`src/rtl/tpu_pkg.sv`:
```
// tpu_pkg: shared sequencer state type, default array dimension and drain-length helper
package tpu_pkg;
    typedef enum logic [2:0] {IDLE, CLR, LOAD_A, FEED_B, DRAIN, DONE} seq_state_t;
    localparam int DIM_DEF = 8;
    function automatic int drain_len(input int dim);
        return 2 * dim - 2;
    endfunction
endpackage

```
`src/rtl/systolic_seq.sv`:
```
// systolic_seq: one matrix-multiply pass sequencer (load A rows, feed B rows, skew drain, done pulse)
// ports: clk/rst (sync, active-high); start; a_vld/a_rdy and b_vld/b_rdy host handshakes;
//        mem_wren/mem_arow/mem_en/b_zero drive memA/memB; sa_clr/sa_en drive the array; busy/done status
module systolic_seq
    import tpu_pkg::*;
#(
    parameter int DIM = DIM_DEF,
    localparam int CNT_W = $clog2(3 * DIM),
    localparam int AW = (DIM > 1) ? $clog2(DIM) : 1
) (
    input  logic          clk,
    input  logic          rst,
    input  logic          start,
    input  logic          a_vld,
    output logic          a_rdy,
    input  logic          b_vld,
    output logic          b_rdy,
    output logic          mem_wren,
    output logic [AW-1:0] mem_arow,
    output logic          mem_en,
    output logic          b_zero,
    output logic          sa_clr,
    output logic          sa_en,
    output logic          busy,
    output logic          done
);
    localparam int DLEN = drain_len(DIM);
    seq_state_t       r_state;
    logic [CNT_W-1:0] r_cnt;
    logic             w_a_beat;
    logic             w_b_beat;
    logic             w_last_row;
    assign w_a_beat   = (r_state == LOAD_A) && a_vld;
    assign w_b_beat   = (r_state == FEED_B) && b_vld;
    assign w_last_row = r_cnt == CNT_W'(DIM - 1);
    always_ff @(posedge clk) begin
        if (rst) begin
            r_state <= IDLE;
            r_cnt   <= '0;
        end else begin
            case (r_state)
                IDLE:   r_state <= start ? CLR : IDLE;
                CLR: begin
                    r_cnt   <= '0;
                    r_state <= LOAD_A;
                end
                LOAD_A: if (w_a_beat) begin
                    r_cnt   <= w_last_row ? '0 : r_cnt + 1'b1;
                    r_state <= w_last_row ? FEED_B : LOAD_A;
                end
                // with DIM==1 there is no skew to drain, so skip straight to DONE
                FEED_B: if (w_b_beat) begin
                    r_cnt   <= w_last_row ? '0 : r_cnt + 1'b1;
                    r_state <= w_last_row ? ((DLEN == 0) ? DONE : DRAIN) : FEED_B;
                end
                DRAIN: begin
                    r_cnt   <= (r_cnt == CNT_W'(DLEN - 1)) ? '0 : r_cnt + 1'b1;
                    r_state <= (r_cnt == CNT_W'(DLEN - 1)) ? DONE : DRAIN;
                end
                DONE:    r_state <= IDLE;
                default: r_state <= IDLE;
            endcase
        end
    end
    // a stalled FEED_B cycle drops mem_en/sa_en so the whole skewed datapath freezes together
    always_comb begin
        a_rdy    = r_state == LOAD_A;
        b_rdy    = r_state == FEED_B;
        mem_wren = w_a_beat;
        mem_arow = w_a_beat ? r_cnt[AW-1:0] : '0;
        b_zero   = r_state == DRAIN;
        mem_en   = w_b_beat || (r_state == DRAIN);
        sa_en    = mem_en;
        sa_clr   = r_state == CLR;
        busy     = r_state != IDLE;
        done     = r_state == DONE;
    end
endmodule
```
`config.mk`:
```
export PLATFORM = sky130hd
export DESIGN_NAME = systolic_seq
export DESIGN_NICKNAME = d
export VERILOG_FILES = /design/src/rtl/tpu_pkg.sv /design/src/rtl/systolic_seq.sv
export SDC_FILE = /design/constraint.sdc
export NUM_CORES = 1
export LEC_CHECK = 0
export ABC_AREA = 1
export BUFFER_PORTS_ARGS = -buffer_cell sky130_fd_sc_hd__buf_2
export CAP_MARGIN = 20
export CELL_PAD_IN_SITES_DETAIL_PLACEMENT = 0
export CELL_PAD_IN_SITES_GLOBAL_PLACEMENT = 1
export CORE_MARGIN = 2
export CORE_UTILIZATION = 30
export CTS_CLUSTER_SIZE = 16
export DETAILED_ROUTE_END_ITERATION = 6
export HOLD_SLACK_MARGIN = 0.05
export PLACE_DENSITY = 0.79
export SYNTH_ARGS = -nofsm -noshare
export SYNTH_HDL_FRONTEND = slang
export SYNTH_SLANG_ARGS = --single-unit
```
`constraint.sdc`:
```
create_clock -name clk -period 1.1 [get_ports clk]
set_input_delay 0.055 -clock clk [delete_from_list [all_inputs] [get_ports clk]]
set_output_delay 0.055 -clock clk [all_outputs]
set_load 0.02 [all_outputs]
```
==> results of run 1 <==
==> area by class of cell <==
type / count / area (sq um)
Timing Repair Buffer: 41 / 360
Multi-Input combinational cell: 74 / 538
Sequential cell: 8 / 179
Fill cell: 170 / 741
Inverter: 23 / 104
Tap cell: 27 / 33.8
Clock buffer: 4 / 26.3
==> power groups by stage <==
stage | Sequential [W] | Combinational (W) | Clock [W]
after CTS | 0.000438 | 0.000922 | 0.000271
final | 0.000468 | 0.00107 | 0.000259
after floorplan | 0.000410 | 0.000513 | 0
after detailed placement | 0.000423 | 0.000782 | 0
after global placement | 0.000419 | 0.000762 | 0
after global routing | 0.000469 | 0.00117 | 0.000288
==> Yosys cell counts <==
| cell type | count | share of area |
|---|---|---|
| inv_2 | 5 | 0.030 |
| nor2_1 | 13 | 0.077 |
| inv_1 | 18 | 0.11 |
| nor2_4 | 3 | 0.053 |
| buf_4 | 1 | 0.012 |
| dfxtp_1 | 8 | 0.25 |
| nand4_1 | 2 | 0.020 |
| a41oi_1 | 1 | 0.014 |
| o21ai_2 | 1 | 0.014 |
| o21ai_0 | 2 | 0.016 |
| a21oi_2 | 1 | 0.014 |
| a21oi_1 | 4 | 0.032 |
| ha_1 | 2 | 0.040 |
| nand2_2 | 5 | 0.049 |
| nor3_1 | 3 | 0.024 |
| nand3_1 | 6 | 0.047 |
| nand2_4 | 1 | 0.018 |
| nand2_1 | 29 | 0.17 |
| nor2_2 | 1 | 0.0099 |
==> registers in the layout (all words and copies together) (netlist names) <==
signal   count
r_cnt        5
r_state      3
==> what timing repair did <==
| item | 4_1_cts | 5_1_grt |
|---|---|---|
| setup buffers | 5 | 8 |
| cloned | 0 | 0 |
| endpoints found under the setup margin | 20 | 20 |
| pin swaps | 9 | 9 |
| gates resized for setup | 44 | 24 |
| hold buffers | 1 | 0 |
| hold endpoints to repair | 4 | 0 |
==> cell usage in the layout (no fill, tap or decap), types with 4 or more instances in the layout <==
| cell | instances |
|---|---|
| a21oi_2 | 4 |
| buf_2 | 4 |
| buf_4 | 20 |
| buf_6 | 16 |
| dfxtp_4 | 5 |
| inv_1 | 12 |
| inv_2 | 4 |
| inv_4 | 7 |
| nand2_1 | 19 |
| nand2_2 | 9 |
| nand2_4 | 7 |
| nand3_1 | 4 |
| nor2_1 | 6 |
| nor2_4 | 8 |
==> per-stage QoR <==
step                total power (W)  hold slack [ns]  instances  TNS, ns
floorplan                  0.000923            0.117        106   -0.163
global placement            0.00118            0.292        163   -0.666
detailed placement          0.00120            0.295        163   -0.777
CTS                         0.00163            0.106        171    -2.05
global route                0.00193            0.141        177    -3.75
finish                      0.00180            0.134        177    -2.66
==> logic make-up (layout without fill, tap and decap cells) <==
group           after synthesis  in the layout  synth area share
simple gates                 63             63             0.470
buf+inv                      24             68             0.148
compound gates                9              9            0.0889
flops                         8              8             0.253
fa+ha+maj                     2              2            0.0395
==> routing by layer <==
metal / part of all wire / global-route usage
met1: 0.42 / 0.223
met2: 0.55 / 0.304
met3: 0.031 / 0.0485
met4: 0 / 0.0370
met5: 0 / 0
==> worst max-delay path, cell delays in order (launching register included) <==
cell     delay, ns
dfxtp_4       0.37
inv_4         0.09
nand3_4       0.11
nor2_4        0.16
inv_4         0.07
nor2_4        0.08
buf_6         0.12
==> worst paths after layout <==
path / cells past startpoint / slack [ns] / endpoint
max: 6 / -0.21 / mem_arow[0]
min: 4 / 0.13 / r_state[0]$_SDFFE_PP0P_
max reg2reg: 10 / -0.17 / r_cnt[3]$_SDFFE_PP0P_
min reg2reg: 2 / 0.51 / r_cnt[4]$_SDFFE_PP0P_
==> key figures, run 1 <==
Power and ir drop
  – Sequential share of power: 0.260
  – Clock share of power: 0.144
  – Maximum VDD drop: 0.00114 V
  – Power density over the cells: 1450 mW/mm^2
  – Share of power burned in combinational logic: 0.596
  – Static leakage: 0.602 nW
  – Psw: 0.000798 W
  – Internal power: 0.00100 W
  – Sw Share: 0.443

Layout
  – Diode count: 0
  – Share of post-route cells with drive strength above 1: 0.633
  – Nets: 158
  – P&R area growth vs syn: 96.0%
  – Final Cell Area: 0.00124 sq mm
  – Util after Layout: 0.626

Die
  – I/O pin count: 17
  – Starting Density: 0.319
  – # rows: 16
  – Core area: 0.00198 sq mm
  – Die Ht: 49.9 microns
  – Die Area: 0.00249 sq mm
  – Chip Width: 49.9 microns

Timing
  – Max-Slew Margin vs Limit: 0.825
  – Final setup margin: -0.207 ns
  – Final Max Tran Viols: 0
  – Post-route minimum period: 1.31 ns
  – Max Clk Rate: 0.765 GHz
  – Final hold violation count: 0
  – Unrepaired setup endpoints after global routing: true
  – Layout Skew: 0.00424 ns
  – Endpoints failing setup: 20
  – Worst slew pin tran: 0.260 ns
  – Fin crit share: 1.19

Clock network
  – CTS root buffer: clkbuf_4
  – Inserted Clock Buffers: 3
  – Worst skew pair latency: 0.26 ns
  – H-tree depth: 1
  – CTS clock-pin slew for the worst setup and hold paths: 0.07 ns
  – Buffers from clock root to sink, at most: 2
  – CTS tree: done
  – CTS Sinks: 8

Setup path
  – Critical Path Fanout Max: 5
  – Worst Setup Start Kind: flip-flop
  – Worst EP arrival: 1.25 ns
  – Launch point of the critical path: r_state[2]$_SDFFE_PP0P_
  – Req. time, crit path: 1.04 ns
  – R2r startpoint: r_cnt[0]$_SDFFE_PP0P_
  – CP endpoint kind: output port
  – Worst setup path class: reg -> out

Placed design
  – Quantity of I/O buffers inserted on ports: 16
  – Place WS: -0.150 ns
  – GP Congestion: 0.847
  – Post-DP Area: 918 sq um
  – Post-DP HPWL: 1.43 mm

Worst hold path
  – HP Class: in -> reg
  – HP Start: b_vld

Global route
  – Grt ovf: 0
  – Initial antenna violation count: 0
  – Total Routing Usage GR: 0.178
  – First-pass GRT wire length: 3.40 mm
  – Largest net degree at the start of global routing: 8
  – Vias in the first global route: 740

Logic synthesis
  – Yosys cell types: 19
  – Syn. warnings: 0
  – Number of synthesized register bits: 8
  – Syn avg cell area: 5.97 sq um
  – Synthesized netlist cell count: 106
  – Seq/Total Area, Yosys: 0.253
  – Mapped Nets: 113
  – Post-Syn Area: 633 sq um

Detailed routing
  – Vias per cell: 4.58
  – Remaining DRCs: 0
  – Drt first pass iters: 4
  – Iter 0 DRT Violations: 7
  – Vias: 810
  – DR WL/cell: 13.0 microns
  – Routed WL: 2.30 mm
  – DRT antenna net count: 0

Run
  – Max Cap Viol: 0

Outcome
  – Status: complete, but fails checks
  – Failing checks: negative setup slack
Power figures use the tool's default switching activity.
==> run 2, diff against run 1 <==
GPL_TIMING_DRIVEN = 0   (was unset)
==> run 2 against run 1 <==
  * The flow still finishes with violations (negative setup slack)
  * Worst setup slack improved by 0.013 ns
  * Clock power decreased by 2%
  * Cell area decreased by 13%
  * Sequential power about the same
  * First-iteration DRC count increased by 100%
==> key figures, run 2 (synthesis results as in run 1) <==
Outcome
  – Status: complete, but fails checks
  – Failing checks: negative setup slack

Power and ir drop
  – Psw: 0.000736 W (-7.8%)
  – Share of power burned in combinational logic: 0.558 (-0.038)
  – Sw Share: 0.450 (+0.00683)
  – Maximum VDD drop: 0.000923 V (-19%)
  – Power Total: 0.00164 W (-9.2%)
  – Internal power: 0.000899 W (-10%)
  – Clock share of power: 0.156 (+0.012)
  – Static leakage: 0.517 nW (-14%)
  – Power density over the cells: 1520 mW/mm^2 (+4.6%)
  – Sequential share of power: 0.286 (+0.026)

Timing
  – Setup_tns: -2.07 ns (+0.593 ns)
  – Endpoints failing setup: 17 (-15%)
  – Final Max Tran Viols: 0 (unchanged)
  – Fin crit share: 1.18 (-0.0120)
  – Max-Slew Margin vs Limit: 0.800 (-0.0245)
  – Unrepaired setup endpoints after global routing: true
  – Post-route minimum period: 1.29 ns (-0.0132 ns)
  – Max Clk Rate: 0.773 GHz (+1.0%)
  – Final setup margin: -0.194 ns (+0.0132 ns)
  – Layout Skew: 0.000509 ns (-0.00373 ns)
  – Final hold violation count: 0 (unchanged)
  – Worst slew pin tran: 0.297 ns (+0.0365 ns)

Layout
  – Commonest non-fill, non-tap cell in the layout: nand2_1
  – Most flop-heavy register: r_cnt
  – Nets: 145 (-8.2%)
  – Util after Layout: 0.544 (-0.0827)
  – Cell Count, Final, Fillers Out: 164 (-7.3%)
  – Max FFs per register: 5 (unchanged)
  – Share of post-route cells with drive strength above 1: 0.547 (-0.0859)
  – Fillers: 189 (+11%)
  – Most frequent cells in the layout: nand2_1, buf_4, inv_1, nor2_4
  – Register area: 179 sq um (unchanged)
  – Largest regs: r_cnt (5), r_state (3)
  – P&R area growth vs syn: 70.2%
  – Multi-input logic area: 509 sq um (-5.3%)
  – Diode count: 0 (unchanged)

Global route
  – Grt ovf: 0 (unchanged)
  – First-pass GRT wire length: 3.02 mm (-11%)
  – Initial antenna violation count: 0 (unchanged)
  – Largest net degree at the start of global routing: 8 (unchanged)
  – Vias in the first global route: 663 (-10%)
  – Total Routing Usage GR: 0.159 (-0.0190)

Die
  – I/O pin count: 17 (unchanged)
  – Core area: 0.00198 sq mm (unchanged)
  – Die Ht: 49.9 microns (unchanged)
  – Die Area: 0.00249 sq mm (unchanged)
  – # rows: 16 (unchanged)
  – Starting Density: 0.319 (unchanged)
  – Chip Width: 49.9 microns (unchanged)

Clock network
  – CTS tree: done
  – H-tree depth: 1 (unchanged)
  – Buffers from clock root to sink, at most: 2 (unchanged)
  – CTS Sinks: 8 (unchanged)
  – CTS root buffer: clkbuf_4
  – CTS clock-pin slew for the worst setup and hold paths: 0.06 ns (about the same)
  – Inserted Clock Buffers: 3 (unchanged)
  – Worst skew pair latency: 0.25 ns (about the same)

Detailed routing
  – Iter 0 DRT Violations: 14 (+7)
  – Drt first pass iters: 4 (unchanged)
  – Routed WL: 1.80 mm (-22%)
  – DRT antenna net count: 0 (unchanged)
  – Vias: 733 (-9.5%)
  – DR WL/cell: 11.0 microns (-16%)
  – Remaining DRCs: 0 (unchanged)
  – Vias per cell: 4.47 (-2.3%)

Placed design
  – Quantity of I/O buffers inserted on ports: 16 (unchanged)
  – Placed cell count: 149 (-8.6%)
  – Place WS: -0.158 ns (-0.00765 ns)
  – GP Congestion: 0.849 (+0.25%)
  – Post-DP HPWL: 1.28 mm (-11%)

Setup path
  – Slowest-stage cell, CP: dfxtp_4
  – Worst Setup Start Kind: flip-flop
  – Reg2reg path depth: 8 (-2)
  – Critical path, cell by cell: inv_4 -> nand3_4 -> nor2_4 -> inv_4 -> nor2_4 -> buf_6
  – Critical Path Fanout Max: 4 (-1)
  – R2r startpoint: r_state[1]$_SDFFE_PP0P_
  – Worst EP arrival: 1.24 ns (about the same)
  – FF-to-FF End: r_cnt[0]$_SDFFE_PP0P_
  – Req. time, crit path: 1.04 ns (about the same)
  – Worst setup path class: reg -> out
  – Launch point of the critical path: r_state[0]$_SDFFE_PP0P_
  – CP endpoint kind: output port
  – Biggest cell delay along the critical path: 0.38 ns (about the same)
  – Reg-to-reg setup timing slack: -0.18 ns (about the same)
  – Worst setup path end: mem_arow[1]

Run
  – Max Cap Viol: 0 (unchanged)

Worst hold path
  – Worst hold path depth: 4 (unchanged)
  – HP Class: in -> reg
==> run 2: cell types whose count changed in the layout (fill, tap and decap cells not counted), moves of 2 or more <==
cell / previous run / this run
buf_6: 16 / 8
inv_4: 7 / 4
buf_4: 20 / 13
nand2_4: 7 / 4
nor2_2: 3 / 0
buf_2: 4 / 6
nor2_1: 6 / 8
inv_2: 4 / 6
nand2_1: 19 / 23
==> run 2: through the flow <==
stage               hold slack [ns]  cell area [sq um]
floorplan                     0.117                699
global placement              0.278                813
CTS                           0.127                972
detailed placement            0.280                813
finish                        0.130               1080
global route                  0.133               1080
==> run 2: worst max-delay path, delay by kind of cell (launching register included) <==
family	cells	cell delay, ns
buffers and inverters	3	0.27
and+or+nand+nor	3	0.34
DFF	1	0.38
==> run 2: power by group through the flow <==
stage | sequential, W | combinational (W) | clock, W
5_1_grt | 0.000474 | 0.00100 | 0.000285
2_1_floorplan | 0.000410 | 0.000513 | 0
3_5_place_dp | 0.000423 | 0.000651 | 0
3_3_place_gp | 0.000421 | 0.000642 | 0
6_report | 0.000468 | 0.000913 | 0.000255
4_1_cts | 0.000441 | 0.000777 | 0.000256
==> run 2: routing by layer <==
metal	vias to the layer above	global-route usage	routed length [microns]
li1	390	-	-
met1	329	0.214	862
met2	12	0.247	865
met3	2	0.0212	49
met4	0	0.0833	21
met5	-	0	0
==> run 2: worst min-delay path by stage <==
stage          start                       to  slack, ns
5_1_grt        b_vld  r_state[0]$_SDFFE_PP0P_       0.13
6_report       b_vld  r_state[0]$_SDFFE_PP0P_       0.13
2_1_floorplan    rst  r_state[0]$_SDFFE_PP0P_       0.12
3_3_place_gp     rst    r_cnt[4]$_SDFFE_PP0P_       0.28
3_5_place_dp     rst    r_cnt[4]$_SDFFE_PP0P_       0.28
4_1_cts        b_vld  r_state[0]$_SDFFE_PP0P_       0.13
==> run 2: area by class of cell <==
class,count,area share
inverters,23,0.0941
flip-flops and latches,8,0.166
well taps,27,0.0314
clock buffers,4,0.0244
repair buffers,27,0.204
multi-input cells,74,0.473
plain buffers,1,0.00697
==> run 2: repair_timing <==
action                                  in CTS  in global routing
pin swaps                                    8                  3
endpoints found under the hold margin        4                  0
endpoints found under the setup margin      18                 20
resized for setup                           30                 16
hold buffers                                 1                  0
buffers inserted                             3                  7
